===== config.mk =====
export PLATFORM = sky130hd
export DESIGN_NAME = fft2d_sequencer
export DESIGN_NICKNAME = d
export VERILOG_FILES = /design/src/rtl/fft2d_pkg.sv /design/src/rtl/fft2d_rd_stream.sv /design/src/rtl/fft2d_sequencer.sv
export SDC_FILE = /design/constraint.sdc
export NUM_CORES = 1
export LEC_CHECK = 0
export ABC_AREA = 1
export BUFFER_PORTS_ARGS = -buffer_cell sky130_fd_sc_hd__buf_4
export CORE_MARGIN = 5
export CORE_UTILIZATION = 54
export DETAILED_ROUTE_END_ITERATION = 16
export PLACE_DENSITY = 0.81
export SLEW_MARGIN = 20
export SYNTH_ARGS = -nofsm -noshare
export SYNTH_HDL_FRONTEND = slang
export SYNTH_SLANG_ARGS = --single-unit
export TNS_END_PERCENT = 5

===== constraint.sdc =====
create_clock -name clk -period 4 [get_ports clk]
set_input_delay 1.2 -clock clk [delete_from_list [all_inputs] [get_ports clk]]
set_output_delay 1.2 -clock clk [all_outputs]
set_load 0.02 [all_outputs]

===== src/rtl/fft2d_pkg.sv =====
// Shared types and helpers for the 2D FFT sequencer: FSM states,
// frame-buffer address mapping and the core config word.
package fft2d_pkg;

    typedef enum logic [2:0] {
        S_IDLE,
        S_CFG,
        S_FEED,
        S_DRAIN,
        S_DONE
    } state_e;

    // Row pass walks {line, idx}; column pass transposes to {idx, line}.
    function automatic logic [31:0] map_addr(input logic        pass_i,
                                             input logic [15:0] line_i,
                                             input logic [15:0] idx_i,
                                             input int unsigned log2n_i);
        logic [31:0] hi;
        logic [31:0] lo;
        hi = pass_i ? {16'h0, idx_i}  : {16'h0, line_i};
        lo = pass_i ? {16'h0, line_i} : {16'h0, idx_i};
        return (hi << log2n_i) | lo;
    endfunction

    function automatic logic [15:0] cfg_word(input logic [14:0] sch_i,
                                             input logic        inverse_i);
        return {sch_i, ~inverse_i};
    endfunction

endpackage


===== src/rtl/fft2d_rd_stream.sv =====
// Turns a 1-cycle-latency RAM read port into an AXI-Stream source.
// A read issues only when its word is guaranteed a slot in the 2-entry skid.
module fft2d_rd_stream #(
    parameter int unsigned AW  = 14,
    parameter int unsigned DW2 = 32
) (
    input  logic           clk,
    input  logic           reset,
    input  logic           en_i,
    input  logic [AW-1:0]  addr_i,
    input  logic           last_i,
    output logic           issue_o,
    output logic           rd_en_o,
    output logic [AW-1:0]  rd_addr_o,
    input  logic [DW2-1:0] rd_data_i,
    output logic [DW2-1:0] s_tdata_o,
    output logic           s_tvalid_o,
    input  logic           s_tready_i,
    output logic           s_tlast_o
);
    logic [DW2:0] skid_q [2];
    logic [1:0]   cnt_q;
    logic         inflight_q;
    logic         inflight_last_q;
    logic [1:0]   occ;
    logic         pop;
    logic         push;
    logic [DW2:0] incoming;

    always_comb begin
        incoming   = {inflight_last_q, rd_data_i};
        occ        = cnt_q + {1'b0, inflight_q};
        s_tvalid_o = (cnt_q != 2'd0) || inflight_q;
        if (cnt_q != 2'd0)   {s_tlast_o, s_tdata_o} = skid_q[0];
        else if (inflight_q) {s_tlast_o, s_tdata_o} = incoming;
        else                 {s_tlast_o, s_tdata_o} = '0;
        pop  = s_tvalid_o && s_tready_i;
        // Arriving word bypasses the skid only when it is consumed on arrival
        push      = inflight_q && !((cnt_q == 2'd0) && s_tready_i);
        issue_o   = en_i && ((occ - {1'b0, pop}) <= 2'd1);
        rd_en_o   = issue_o;
        rd_addr_o = issue_o ? addr_i : '0;
    end

    always_ff @(posedge clk or negedge reset) begin
        if (!reset) begin
            skid_q[0]       <= '0;
            skid_q[1]       <= '0;
            cnt_q           <= '0;
            inflight_q      <= 1'b0;
            inflight_last_q <= 1'b0;
        end else begin
            inflight_q      <= issue_o;
            inflight_last_q <= issue_o && last_i;
            if ((cnt_q != 2'd0) && s_tready_i) begin
                skid_q[0] <= skid_q[1];
                if (push) begin
                    if (cnt_q == 2'd1) skid_q[0] <= incoming;
                    else               skid_q[1] <= incoming;
                end
                cnt_q <= push ? cnt_q : cnt_q - 2'd1;
            end else if (push) begin
                skid_q[cnt_q[0]] <= incoming;
                cnt_q            <= cnt_q + 2'd1;
            end
        end
    end

endmodule


===== src/rtl/fft2d_sequencer.sv =====
// Runs an NxN 2D FFT on one streaming 1D core: row pass, then column pass,
// each streamed from the frame buffer and written back in place.
module fft2d_sequencer
    import fft2d_pkg::*;
#(
    parameter int unsigned LOG2N     = 7,
    parameter int unsigned DW        = 16,
    parameter logic [14:0] SCALE_SCH = 15'h0
) (
    input  logic                 clk,
    input  logic                 reset,
    input  logic                 start,
    input  logic                 inverse,
    output logic                 busy,
    output logic                 done,
    output logic                 err,
    output logic                 pass,
    output logic [15:0]          cfg_tdata,
    output logic                 cfg_tvalid,
    input  logic                 cfg_tready,
    output logic                 rd_en,
    output logic [2*LOG2N-1:0]   rd_addr,
    input  logic [2*DW-1:0]      rd_data,
    output logic [2*DW-1:0]      s_tdata,
    output logic                 s_tvalid,
    input  logic                 s_tready,
    output logic                 s_tlast,
    input  logic [2*DW-1:0]      m_tdata,
    input  logic                 m_tvalid,
    output logic                 m_tready,
    input  logic                 m_tlast,
    output logic                 wr_en,
    output logic [2*LOG2N-1:0]   wr_addr,
    output logic [2*DW-1:0]      wr_data
);
    localparam int unsigned AW = 2 * LOG2N;
    localparam int unsigned CW = AW + 1;
    localparam logic [CW-1:0] LASTBEAT = {1'b0, {AW{1'b1}}};

    state_e           state_q;
    logic             busy_q, done_q, err_q, pass_q, cfg_valid_q, inv_q;
    logic [CW-1:0]    in_cnt_q, acc_cnt_q, out_cnt_q;
    logic [LOG2N-1:0] in_line, in_idx, out_line, out_idx;
    logic [AW-1:0]    rd_map, wr_map;
    logic             feed_en, issue, beat_in, beat_out, drain_done;

    assign in_idx   = in_cnt_q[LOG2N-1:0];
    assign in_line  = in_cnt_q[AW-1:LOG2N];
    assign out_idx  = out_cnt_q[LOG2N-1:0];
    assign out_line = out_cnt_q[AW-1:LOG2N];

    assign rd_map = AW'(map_addr(pass_q, 16'(in_line), 16'(in_idx), LOG2N));
    assign wr_map = AW'(map_addr(pass_q, 16'(out_line), 16'(out_idx), LOG2N));

    assign busy       = busy_q;
    assign done       = done_q;
    assign err        = err_q;
    assign pass       = pass_q;
    assign cfg_tvalid = cfg_valid_q;
    assign cfg_tdata  = cfg_word(SCALE_SCH, inv_q);

    assign feed_en  = (state_q == S_FEED) && !in_cnt_q[AW];
    assign beat_in  = s_tvalid && s_tready;
    assign m_tready = (state_q == S_FEED) || (state_q == S_DRAIN);
    assign beat_out = m_tvalid && m_tready;
    assign wr_en    = beat_out;
    assign wr_addr  = beat_out ? wr_map : '0;
    assign wr_data  = beat_out ? m_tdata : '0;
    // Output beats may already be complete on entry to DRAIN
    assign drain_done = out_cnt_q[AW] || (beat_out && (out_cnt_q == LASTBEAT));

    fft2d_rd_stream #(
        .AW  (AW),
        .DW2 (2 * DW)
    ) u_rd_stream (
        .clk        (clk),
        .reset      (reset),
        .en_i       (feed_en),
        .addr_i     (rd_map),
        .last_i     (in_idx == '1),
        .issue_o    (issue),
        .rd_en_o    (rd_en),
        .rd_addr_o  (rd_addr),
        .rd_data_i  (rd_data),
        .s_tdata_o  (s_tdata),
        .s_tvalid_o (s_tvalid),
        .s_tready_i (s_tready),
        .s_tlast_o  (s_tlast)
    );

    always_ff @(posedge clk or negedge reset) begin
        if (!reset) begin
            state_q     <= S_IDLE;
            busy_q      <= 1'b0;
            done_q      <= 1'b0;
            err_q       <= 1'b0;
            pass_q      <= 1'b0;
            cfg_valid_q <= 1'b0;
            inv_q       <= 1'b0;
            in_cnt_q    <= '0;
            acc_cnt_q   <= '0;
            out_cnt_q   <= '0;
        end else begin
            done_q <= 1'b0;
            if (issue)   in_cnt_q  <= in_cnt_q + CW'(1);
            if (beat_in) acc_cnt_q <= acc_cnt_q + CW'(1);
            if (beat_out) begin
                out_cnt_q <= out_cnt_q + CW'(1);
                if (m_tlast != (out_idx == '1)) err_q <= 1'b1;
            end
            case (state_q)
                S_IDLE: if (start) begin
                    inv_q       <= inverse;
                    err_q       <= 1'b0;
                    busy_q      <= 1'b1;
                    cfg_valid_q <= 1'b1;
                    state_q     <= S_CFG;
                end
                S_CFG: if (cfg_tready) begin
                    cfg_valid_q <= 1'b0;
                    pass_q      <= 1'b0;
                    in_cnt_q    <= '0;
                    acc_cnt_q   <= '0;
                    out_cnt_q   <= '0;
                    state_q     <= S_FEED;
                end
                S_FEED: if (beat_in && (acc_cnt_q == LASTBEAT)) state_q <= S_DRAIN;
                S_DRAIN: if (drain_done) begin
                    in_cnt_q  <= '0;
                    acc_cnt_q <= '0;
                    out_cnt_q <= '0;
                    if (!pass_q) begin
                        pass_q  <= 1'b1;
                        state_q <= S_FEED;
                    end else begin
                        busy_q  <= 1'b0;
                        done_q  <= 1'b1;
                        state_q <= S_DONE;
                    end
                end
                S_DONE: begin
                    pass_q  <= 1'b0;
                    state_q <= S_IDLE;
                end
                default: state_q <= S_IDLE;
            endcase
        end
    end

endmodule


==> impl_metrics.py, run 1 <==
metrics = {
    "routing": {
        "dr.pass1.iters": 5,
        "route.final.wire_length_um": 19100,
        "routed-via-count": 7072,
        "avgRoutedWirePerCell_um": 14.0,
        "detail_route.drc_violations": 0,
        "drt-vias-per-instance": 5.22,
        "number_of_antenna_violating_nets_in_the_routed_design": 0,
        "dr.first_iter.drc_count": 487,
    },
    "power_and_ir_drop": {
        "p_per_area_nw_per_um2": 574,
        "internal_power_uw": 3340,
        "max-vdd-ir-drop_mv": 0.360,
        "power_switching_share_pct": 39.5,
        "p_sw_uw": 2180,
        "pwr-share-clk_pct": 27.1,
        "static_leakage_power_uw": 0.00497,
        "pwr-share-seq_pct": 31.7,
        "power.combinational.fraction_pct": 41.3,
    },
    "floorplanning": {
        "die_area_um2": 16700,
        "floorplan.die.width_um": 129,
        "initial_core_util_pct": 55.2,
        "core_region_area_um2": 13900,
        "die_h_um": 129,
        "num_io_pins": 190,
        "rows": 43,
    },
    "timing": {
        "maxClockFrequency_mhz": 254,
        "drv_slew": 0,
        "period_needed_ns": 3.93,
        "hold_ws_ns": 0.492,
        "post-route-period-util_pct": 98.2,
        "skew_ns": 0.00629,
        "timing.slew.headroom_pct": 56.5,
        "worst_slew_pin_slew_ns": 0.653,
        "setup_viol": 0,
        "final_hold_violating_endpoints": 0,
        "worst_slack_ns": 0.0703,
        "grt_setup_unrepaired": "true",
    },
    "worst_setup_path": {
        "worstSetupPathType": "in -> out",
        "arrival_ns": 2.73,
        "crit_required_ns": 2.80,
        "critPathMaxFanout": 26,
        "critical_path.startpoint_type": "input port",
        "worstSetupEndpointType": "output port",
    },
    "placed_design": {
        "place_hpwl_um": 13300,
        "io_buffer_count": 174,
        "place_ws_ns": 0.137,
        "dpl-instance-area_um2": 9040,
        "final_weighted_congestion_in_routability_driven_placement": 0.905,
        "placed_cells": 1326,
    },
    "synth": {
        "synth.yosys.warnings": 0,
        "post_synth_instance_area_um2": 7660,
        "post-synth-top-area-fraction_pct": 40.5,
        "ys_top_cells_by_area": "sky130_fd_sc_hd__dfrtp_1 41%, sky130_fd_sc_hd__inv_1 9.2%, sky130_fd_sc_hd__nand2_1 6.4%",
        "ys_seq_elements": 124,
        "seq_area_frac_synth_pct": 40.5,
        "synth.lib_cells_used.distinct": 38,
        "synth_area_leader_cell": "sky130_fd_sc_hd__dfrtp_1",
        "synthesis.instances": 1010,
        "synth_area_per_cell_um2": 7.58,
    },
    "finish": {
        "area.growth.synth_to_final_pct": 25.6,
        "post-route-cell-area_um2": 9620,
        "n_antenna_cell": 0,
        "fraction_of_layout_cells_with_a_size_suffix_above_1_pct": 25.2,
        "final_net_count": 1243,
        "post_layout_nonfiller_instances": 1356,
        "number_of_filler_cells_placed_in_the_layout": 1133,
    },
    "grt": {
        "grt_overflow": 0,
        "grtUsageMet2_pct": 36.5,
        "maximum_number_of_pins_on_one_net_before_global_route_repair": 73,
        "grt_busiest_layer": "met2",
        "grt_pass1_wl_um": 31600,
        "number_of_global_route_vias_before_repair": 6696,
        "gr-usage-met1_pct": 31.9,
        "grt_antenna_before_repair": 0,
        "globalRouteTotalUtil_pct": 23.1,
        "met3_usage_pct": 5.19,
    },
    "cts": {
        "holdBufCountCts": 0,
        "tritoncts": "yes",
        "cts.htree.levels": 4,
        "cts_sinks": 124,
        "clock_path_buffers": 2,
        "clk_pin_slew_ns": 0.06,
        "insertion_delay_ns": 0.42,
        "cts_inserted_buffers": 17,
        "cts-root-buf": "sky130_fd_sc_hd__clkbuf_16",
    },
    "min_path": {
        "worstHoldPathType": "reg -> reg",
    },
    "run": {
        "max_cap_viol_count": 0,
    },
    "status": {
        "outcome": "completed",
    },
}
## power groups by stage
stage | logic (µW) | registers (µW) | clock network [µW]
after global placement | 2230 | 1750 | 0
after global routing | 2520 | 1780 | 1560
after CTS | 2290 | 1750 | 1500
after floorplan | 1520 | 1710 | 0
after detailed placement | 2280 | 1760 | 0
final | 2280 | 1750 | 1490
## kinds of logic after synthesis
logic type	after synthesis	share of synthesized area, %
and+or+nand+nor	388	23.7
other	1	0.0490
adders and majority gates	6	0.980
xor gates and xnor gates	27	3.09
muxes	3	0.392
AOI/OAI and AO/OA	199	16.4
DFF	124	40.5
buffers and inverters	262	15.0
## stage by stage
stage                     total power [µW]  TNS (ns)  util, %
final                                 5520         0     69.3
after global routing                  5870  -0.00254     69.3
after CTS                             5540         0     69.2
after detailed placement              4040         0     65.1
after global placement                3980         0     65.1
after floorplan                       3230         0        -
## Yosys cell counts (all sizes together)
cell type  count
a211oi        26
buf           44
ha             6
o22ai         13
o21bai         3
nor2         120
clkbuf        26
xnor2          2
a21boi         1
a21oi         19
nor3           8
nand2        133
dfrtp        124
nor3b          1
or2            5
o21ai        116
inv          192
conb           1
nand3        113
nand3b         2
nand4          6
xor2          25
mux2i          3
o211ai        21
## layer usage
metal  routed length, µm  vias up
met5                   0        -
met1                8400     3328
met4                 280        0
met3                1120       30
li1                    -     3500
met2                9240      214
## placed cells by master, fill, tap and decap left out, types with 3 or more instances in the layout
cell type	netlist	final
sky130_fd_sc_hd__inv_1	187	187
sky130_fd_sc_hd__buf_4	19	187
sky130_fd_sc_hd__nand2_1	131	131
sky130_fd_sc_hd__dfrtp_1	124	123
sky130_fd_sc_hd__nor2_1	118	118
sky130_fd_sc_hd__o21ai_0	88	87
sky130_fd_sc_hd__nand3_1	83	83
sky130_fd_sc_hd__nand3_2	30	30
sky130_fd_sc_hd__o21ai_2	27	27
sky130_fd_sc_hd__xor2_1	25	25
sky130_fd_sc_hd__a211oi_1	26	24
sky130_fd_sc_hd__o211ai_1	21	21
sky130_fd_sc_hd__a21oi_1	18	18
sky130_fd_sc_hd__clkbuf_16	0	17
sky130_fd_sc_hd__conb_1	1	15
sky130_fd_sc_hd__o22ai_1	13	13
sky130_fd_sc_hd__nor3_1	8	8
sky130_fd_sc_hd__nand4_1	6	6
sky130_fd_sc_hd__inv_2	5	5
sky130_fd_sc_hd__ha_1	6	5
sky130_fd_sc_hd__buf_12	2	5
sky130_fd_sc_hd__or2_2	4	4
sky130_fd_sc_hd__o21bai_1	3	3
sky130_fd_sc_hd__mux2i_1	3	3
sky130_fd_sc_hd__clkinv_2	0	3
sky130_fd_sc_hd__clkbuf_8	0	3
sky130_fd_sc_hd__clkbuf_1	26	3
## registers in the layout, summed over array words and instances, names as in the netlist
signal                       flops
acc_cnt_q                       15
u_rd_stream.inflight_q           1
busy                             1
done                             1
u_rd_stream.skid_q              66
u_rd_stream.inflight_last_q      1
inv_q                            1
err                              1
in_cnt_q                        15
pass                             1
out_cnt_q                       15
u_rd_stream.cnt_q                2
state_q                          3
cfg_tvalid                       1
## final cells by class
cell class	instances	area [µm²]	share of cell area [%]
Multi-Input combinational cell	638	3500	36.4
Sequential cell	124	3100	32.3
Timing Repair Buffer	192	1500	15.6
Inverter	192	721	7.49
Clock buffer	23	478	4.97
Tap cell	180	225	2.34
Clock inverter	7	90.1	0.937
## what timing repair did
action / CTS / global route
setup buffers: 0 / 0
gates resized for setup: 0 / 3
setup endpoints to repair: 0 / 5
endpoints found under the hold margin: 0 / 0
## worst max-delay path: stages
cell	delay [ns]
sky130_fd_sc_hd__buf_4	0.13
sky130_fd_sc_hd__nand2_2	0.08
sky130_fd_sc_hd__inv_2	0.07
sky130_fd_sc_hd__ha_1	0.29
sky130_fd_sc_hd__inv_1	0.06
sky130_fd_sc_hd__nand2_1	0.04
sky130_fd_sc_hd__nand3_1	0.11
sky130_fd_sc_hd__nand3_2	0.07
sky130_fd_sc_hd__buf_4	0.22
sky130_fd_sc_hd__a211oi_1	0.26
sky130_fd_sc_hd__buf_4	0.20
## path summary, 6_finish.rpt
path | startpoint | to | slack, ns | cells past startpoint
worst max-delay path | s_tready | rd_addr[4] | 0.07 | 11
worst min-delay path | busy | busy | 0.49 | 2
worst max register to register | u_rd_stream.cnt_q[0] | u_rd_stream.skid_q[10] | 1.06 | 10
worst min register to register | busy | busy | 0.49 | 2
max in group asynchronous | reset | out_cnt_q[10] | 2.43 | 2
min in group asynchronous | reset | u_rd_stream.skid_q[44] | 0.78 | 1
Note: power is estimated with default switching activity, not from simulation.
==> run 2: changes to the inputs <==
Settings changed: ABC_AREA 1 to not set, CORE_UTILIZATION 54 to 53, HOLD_SLACK_MARGIN set to 0.02, SETUP_SLACK_MARGIN set to 0.15.
==> run 2 against run 1 <==
  * Synthesized cell count is 18% lower
  * Global-route usage is 1.3 points lower
  * Sequential share of layout area is 1.5 points higher
  * Fmax is 2.7% higher
  * Core utilization is 3.1 points higher
  * Critical endpoint is now rd_addr[12]
  * Via count is 14% lower
  * Clock power is 3% higher
  * Critical path depth is 1 lower
  * Largest power group unchanged
  * Combinational power is 61% higher
  * Total power is 31% higher
  * Cell count is 13% lower
  * Die area is 7.2% lower
==> impl_metrics.py, run 2 <==
metrics = {
    "synth": {
        "number_of_synthesized_flops_with_an_enable_pin": 0,
        "synth_ff_type": "sky130_fd_sc_hd__dfrtp_1",
        "synth.lib_cells_used.distinct": 44,
        "synth_area_leader_cell": "sky130_fd_sc_hd__dfrtp_1",
        "synthesis.instances": 827,
        "ys_seq_elements": 124,
        "seq_area_frac_synth_pct": 44.7,
        "post-synth-top-area-fraction_pct": 44.7,
        "post_synth_instance_area_um2": 6940,
        "synth.yosys.warnings": 0,
        "yosysMostFrequentCell": "sky130_fd_sc_hd__nand2_1",
        "synth_area_per_cell_um2": 8.39,
        "async_flop_share_pct": 100,
        "ys_top_cells_by_area": "sky130_fd_sc_hd__dfrtp_1 45%, sky130_fd_sc_hd__mux2i_1 9.4%, sky130_fd_sc_hd__nand2_1 8.6%",
        "synth_commonest_cells": "159 x sky130_fd_sc_hd__nand2_1, 124 x sky130_fd_sc_hd__dfrtp_1, 106 x sky130_fd_sc_hd__o21ai_0",
    },
    "finish": {
        "flip_flop_count_of_the_largest_register_all_copies_and_words_added": 66,
        "post-route-cell-area_um2": 9210,
        "final_core_util_pct": 72.4,
        "number_of_filler_cells_placed_in_the_layout": 971,
        "fraction_of_layout_cells_with_a_size_suffix_above_1_pct": 26.5,
        "n_antenna_cell": 0,
        "final_cell_mix": "199 x sky130_fd_sc_hd__buf_4, 157 x sky130_fd_sc_hd__nand2_1, 122 x sky130_fd_sc_hd__dfrtp_1",
        "final_net_count": 1076,
        "area.growth.synth_to_final_pct": 32.8,
        "largest-register": "u_rd_stream.skid_q",
        "layout.cells.most_common": "sky130_fd_sc_hd__buf_4",
    },
    "floorplanning": {
        "die_area_um2": 15500,
        "die_h_um": 124,
        "rows": 41,
        "num_io_pins": 190,
        "initial_core_util_pct": 54.5,
        "floorplan.die.width_um": 124,
        "core_region_area_um2": 12700,
    },
    "timing": {
        "grt_setup_unrepaired": "false",
        "period_needed_ns": 3.83,
        "setup_viol": 0,
        "timing.slew.headroom_pct": 31.2,
        "drv_slew": 0,
        "maxClockFrequency_mhz": 261,
        "post-route-period-util_pct": 95.6,
        "worst_slew_pin_slew_ns": 1.03,
        "skew_ns": 0.0104,
        "final_hold_violating_endpoints": 0,
        "finalSetupTns_ns": 0,
    },
    "power_and_ir_drop": {
        "finalPower_uw": 7250,
        "power.combinational.fraction_pct": 50.4,
        "pwr-share-seq_pct": 28.3,
        "pwr-share-clk_pct": 21.2,
        "p_sw_uw": 2980,
        "p_per_area_nw_per_um2": 788,
        "static_leakage_power_uw": 0.00441,
        "power_switching_share_pct": 41.0,
        "max-vdd-ir-drop_mv": 0.693,
        "internal_power_uw": 4280,
    },
    "routing": {
        "dr.first_iter.drc_count": 480,
        "route.final.wire_length_um": 17100,
        "number_of_antenna_violating_nets_in_the_routed_design": 0,
        "dr.pass1.iters": 6,
        "drt-vias-per-instance": 5.16,
        "detail_route.drc_violations": 0,
        "avgRoutedWirePerCell_um": 14.5,
        "routed-via-count": 6104,
    },
    "worst_setup_path": {
        "worst_r2r_start": "u_rd_stream.cnt_q[0]",
        "crit_top_cell": "sky130_fd_sc_hd__buf_6",
        "path_cells": "buf_6 -> nand2_8 -> inv_4 -> ha_4 -> xnor2_4 -> xnor2_2 -> or2_4 -> buf_12 -> nor2_4 -> buf_6",
        "crit_required_ns": 2.80,
        "arrival_ns": 2.63,
        "critPathBufInv": 4,
        "critical_path.startpoint_type": "input port",
        "critPathLaunch": "s_tready",
        "worst_path_max_delay_cell": "sky130_fd_sc_hd__or2_4",
        "worstSetupPathType": "in -> out",
        "slowest_delay_ns": 0.32,
        "worstSetupEndpointType": "output port",
        "cpLargestDelayFamily": "simple AND/OR/NAND/NOR gates",
        "critPathMaxFanout": 7,
    },
    "placed_design": {
        "dpl-instance-area_um2": 8450,
        "io_buffer_count": 174,
        "place_hpwl_um": 11600,
        "final_weighted_congestion_in_routability_driven_placement": 0.787,
    },
    "cts": {
        "cts-root-buf": "sky130_fd_sc_hd__clkbuf_16",
        "cts_sinks": 124,
        "insertion_delay_ns": 0.42,
        "holdBufCountCts": 0,
        "cts_inserted_buffers": 17,
        "clock_path_buffers": 2,
        "cts.htree.levels": 4,
        "tritoncts": "yes",
        "clk_pin_slew_ns": 0.05,
    },
    "grt": {
        "maximum_number_of_pins_on_one_net_before_global_route_repair": 67,
        "grt_pass1_wl_um": 28300,
        "number_of_global_route_vias_before_repair": 5910,
        "globalRouteTotalUtil_pct": 21.8,
        "grt_overflow": 0,
        "grt_antenna_before_repair": 0,
    },
    "run": {
        "max_cap_viol_count": 0,
    },
    "min_path": {
        "min_from": "u_rd_stream.skid_q[22]",
        "worstHoldPathType": "reg -> reg",
    },
    "status": {
        "outcome": "completed",
    },
}
==> run 2: tightest hold or removal path, delay by kind of cell (launching register included) <==
family,cells,cell delay [ns]
AND/OR/NAND/NOR,1,0.04
flip-flops,1,0.33
AO/OA/AOI/OAI,1,0.06
==> run 2: cell type report <==
type / count / area (µm²) / share of cell area [%]
timing repair buffer: 203 / 1560 / 16.9
clock inverter: 6 / 82.6 / 0.897
inverter: 49 / 193 / 2.09
multi-input combinational: 603 / 3540 / 38.5
clock buffer: 25 / 515 / 5.60
tap: 172 / 215 / 2.34
sequential: 124 / 3110 / 33.7
==> run 2: final timing paths <==
check	to	slack [ns]	depth (start not counted)
worst max-delay path	rd_addr[12]	0.17	10
worst min-delay path	u_rd_stream.skid_q[22]	0.48	2
worst max register to register	u_rd_stream.skid_q[51]	1.24	8
worst min register to register	u_rd_stream.skid_q[22]	0.48	2
max in group asynchronous	u_rd_stream.cnt_q[1]	2.30	2
min in group asynchronous	u_rd_stream.skid_q[26]	0.86	1
==> run 2: what timing repair did <==
item / CTS / global route
buffers inserted: 8 / 3
cloned: 0 / 1
pin swaps: 0 / 5
gates resized for setup: 0 / 14
setup endpoints to repair: 9 / 16
endpoints found under the hold margin: 0 / 0
==> run 2: logic make-up (layout without fill, tap and decap cells) <==
family / count (synthesis) / in the layout / share of synthesized area, %
DFF: 124 / 124 / 44.7
and+or+nand+nor: 348 / 349 / 22.5
muxes: 65 / 65 / 9.38
adders and majority gates: 6 / 6 / 1.08
other: 1 / 15 / 0.0541
AOI/OAI and AO/OA: 123 / 123 / 9.27
xor gates and xnor gates: 45 / 45 / 5.68
buffers and inverters: 115 / 283 / 7.27
==> run 2: per-stage QoR <==
stage	setup slack, ns	cells	hold WS (ns)
final	0.175	1182	0.476
after global routing	0.104	1182	0.495
after CTS	0.130	1178	0.481
after detailed placement	0.0754	1139	0.470
after global placement	0.127	1139	0.460
after floorplan	0.140	841	0.449
==> run 2: routing by layer <==
| layer | GRT usage, % | part of all wire [%] |
|---|---|---|
| met5 | 0 | 0 |
| met4 | 6.32 | 1.5 |
| met3 | 6.69 | 6.6 |
| met2 | 36.7 | 49 |
| met1 | 27.1 | 43 |
==> run 2: power by group through the flow <==
stage / Sequential [µW] / Clock [µW] / Combinational [µW]
global route: 2110 / 1620 / 4010
global placement: 2040 / 0 / 3180
floorplan: 1970 / 0 / 2350
finish: 2050 / 1540 / 3660
detailed placement: 2060 / 0 / 3260
CTS: 2050 / 1550 / 3510
==> run 3: changes to the inputs <==
Settings changed: ABC_AREA set to 1, CORE_UTILIZATION 53 to 56, CTS_BUF_LIST set to sky130_fd_sc_hd__clkbuf_8, PLACE_DENSITY 0.81 to 0.83.
==> run 3 against run 2 <==
  * First-iteration DRC count rose by 16%
  * Largest cell class unchanged
  * Sequential share of layout area shrank 1.3 points
  * Register-to-register slack got worse by 0.07 ns
  * Hold slack better by 0.010 ns
  * Critical path type unchanged
  * Highest routed layer unchanged
==> impl_metrics.py, run 3 (synthesis results as in run 1) <==
metrics = {
    "status": {
        "outcome": "completed",
    },
    "timing": {
        "finalSetupTns_ns": 0,
        "skew_ns": 0.00889,
        "final_hold_violating_endpoints": 0,
        "drv_slew": 0,
        "grt_setup_unrepaired": "false",
        "worst_slew_pin_slew_ns": 0.729,
        "setup_viol": 0,
        "period_needed_ns": 3.71,
        "post-route-period-util_pct": 92.8,
        "timing.slew.headroom_pct": 51.4,
        "maxClockFrequency_mhz": 270,
    },
    "finish": {
        "fraction_of_layout_cells_with_a_size_suffix_above_1_pct": 27.5,
        "final_cell_mix": "197 x sky130_fd_sc_hd__buf_4, 186 x sky130_fd_sc_hd__inv_1, 130 x sky130_fd_sc_hd__nand2_1",
        "post_layout_nonfiller_instances": 1363,
        "final_net_count": 1252,
        "area.sequential_um2": 3100,
        "multi_input_area_um2": 3630,
        "n_antenna_cell": 0,
        "number_of_filler_cells_placed_in_the_layout": 1100,
        "layout.cells.most_common": "sky130_fd_sc_hd__buf_4",
        "largest-register": "u_rd_stream.skid_q",
        "flip_flop_count_of_the_largest_register_all_copies_and_words_added": 66,
        "area.growth.synth_to_final_pct": 24.8,
    },
    "worst_setup_path": {
        "crit_required_ns": 2.80,
        "arrival_ns": 2.51,
        "worstSetupPathType": "in -> out",
        "worstSetupEndpointType": "output port",
        "critPathMaxFanout": 8,
        "worst_r2r_start": "u_rd_stream.cnt_q[0]",
        "critPathLaunch": "s_tready",
        "critical_path.startpoint_type": "input port",
    },
    "floorplanning": {
        "floorplan.die.width_um": 127,
        "die_h_um": 127,
        "initial_core_util_pct": 57.4,
        "core_region_area_um2": 13300,
        "num_io_pins": 190,
        "die_area_um2": 16100,
        "rows": 42,
    },
    "cts": {
        "clock_path_buffers": 2,
        "cts_inserted_buffers": 17,
        "insertion_delay_ns": 0.44,
        "cts_sinks": 124,
        "tritoncts": "yes",
        "cts-root-buf": "sky130_fd_sc_hd__clkbuf_8",
        "clk_pin_slew_ns": 0.07,
        "cts.htree.levels": 4,
    },
    "routing": {
        "detail_route.drc_violations": 0,
        "routed-via-count": 7092,
        "avgRoutedWirePerCell_um": 14.2,
        "dr.pass1.iters": 5,
        "drt-vias-per-instance": 5.20,
        "route.final.wire_length_um": 19400,
        "dr.first_iter.drc_count": 556,
        "number_of_antenna_violating_nets_in_the_routed_design": 0,
    },
    "grt": {
        "globalRouteTotalUtil_pct": 23.4,
        "grt_antenna_before_repair": 0,
        "grt_pass1_wl_um": 31300,
        "number_of_global_route_vias_before_repair": 6669,
        "maximum_number_of_pins_on_one_net_before_global_route_repair": 82,
        "grt_overflow": 0,
    },
    "power_and_ir_drop": {
        "max-vdd-ir-drop_mv": 0.307,
        "p_per_area_nw_per_um2": 537,
        "static_leakage_power_uw": 0.00492,
    },
    "placed_design": {
        "placed_cells": 1324,
        "io_buffer_count": 174,
        "final_weighted_congestion_in_routability_driven_placement": 0.897,
        "place_hpwl_um": 13100,
    },
    "min_path": {
        "worstHoldPathType": "reg -> reg",
        "min_from": "busy",
    },
    "run": {
        "max_cap_viol_count": 0,
    },
}
-- run 3: power breakdown --
part | switching, µW | internal [µW] | leakage (µW) | total, µW
Clock | 508 | 532 | 0.000188 | 1040
Sequential | 191 | 1550 | 0.00131 | 1740
Combinational | 1490 | 865 | 0.00343 | 2350
-- run 3: worst paths after layout --
| check | cells after the start | endpoint | slack (ns) |
|---|---|---|---|
| worst max-delay path | 10 | rd_addr[8] | 0.29 |
| worst min-delay path | 2 | busy | 0.49 |
| worst max register to register | 10 | u_rd_stream.skid_q[63] | 1.17 |
| worst min register to register | 2 | busy | 0.49 |
| max in group asynchronous | 2 | in_cnt_q[1] | 2.46 |
| min in group asynchronous | 1 | u_rd_stream.skid_q[43] | 0.79 |
-- run 3: per-stage QoR --
step	setup slack (ns)	cell area (µm²)	total power [µW]	hold WS, ns	util, %
floorplan	0.0699	7710	3230	0.491	-
global route	0.143	9560	5490	0.514	71.6
global placement	0.112	9000	3960	0.471	67.4
CTS	0.143	9380	5080	0.492	70.3
detailed placement	0.0654	9000	4030	0.474	67.4
finish	0.290	9560	5130	0.486	71.6
-- run 3: critical path: stages --
cell                       delay (ns)
sky130_fd_sc_hd__buf_4           0.13
sky130_fd_sc_hd__nand2_2         0.09
sky130_fd_sc_hd__inv_4           0.06
sky130_fd_sc_hd__ha_4            0.21
sky130_fd_sc_hd__inv_1           0.06
sky130_fd_sc_hd__nand2_2         0.06
sky130_fd_sc_hd__nand3_4         0.13
sky130_fd_sc_hd__nand3_4         0.15
sky130_fd_sc_hd__a211oi_2        0.23
sky130_fd_sc_hd__buf_4           0.18
-- run 3: per-layer routing --
| layer | track usage (%) | wire (µm) | up-vias |
|---|---|---|---|
| li1 | - | - | 3525 |
| met1 | 31.8 | 8210 | 3275 |
| met2 | 37.7 | 9430 | 253 |
| met3 | 5.09 | 1370 | 39 |
| met4 | 6.81 | 362 | 0 |
| met5 | 0 | 0 | - |
-- run 3: final cells by class --
class,instances,share of cell area [%]
multi-input cells,640,38.0
flip-flops and latches,124,32.5
repair buffers,199,15.8
inverters,192,7.56
clock buffers,20,2.88
well taps,176,2.30
clock inverters,12,1.02
-- run 3: what timing repair did --
item                       CTS  global route
pin swaps                    0             3
hold buffers                 0             0
setup endpoints to repair   14            15
cloned                       0             2
gates resized for setup      2            24
setup buffers                0             5
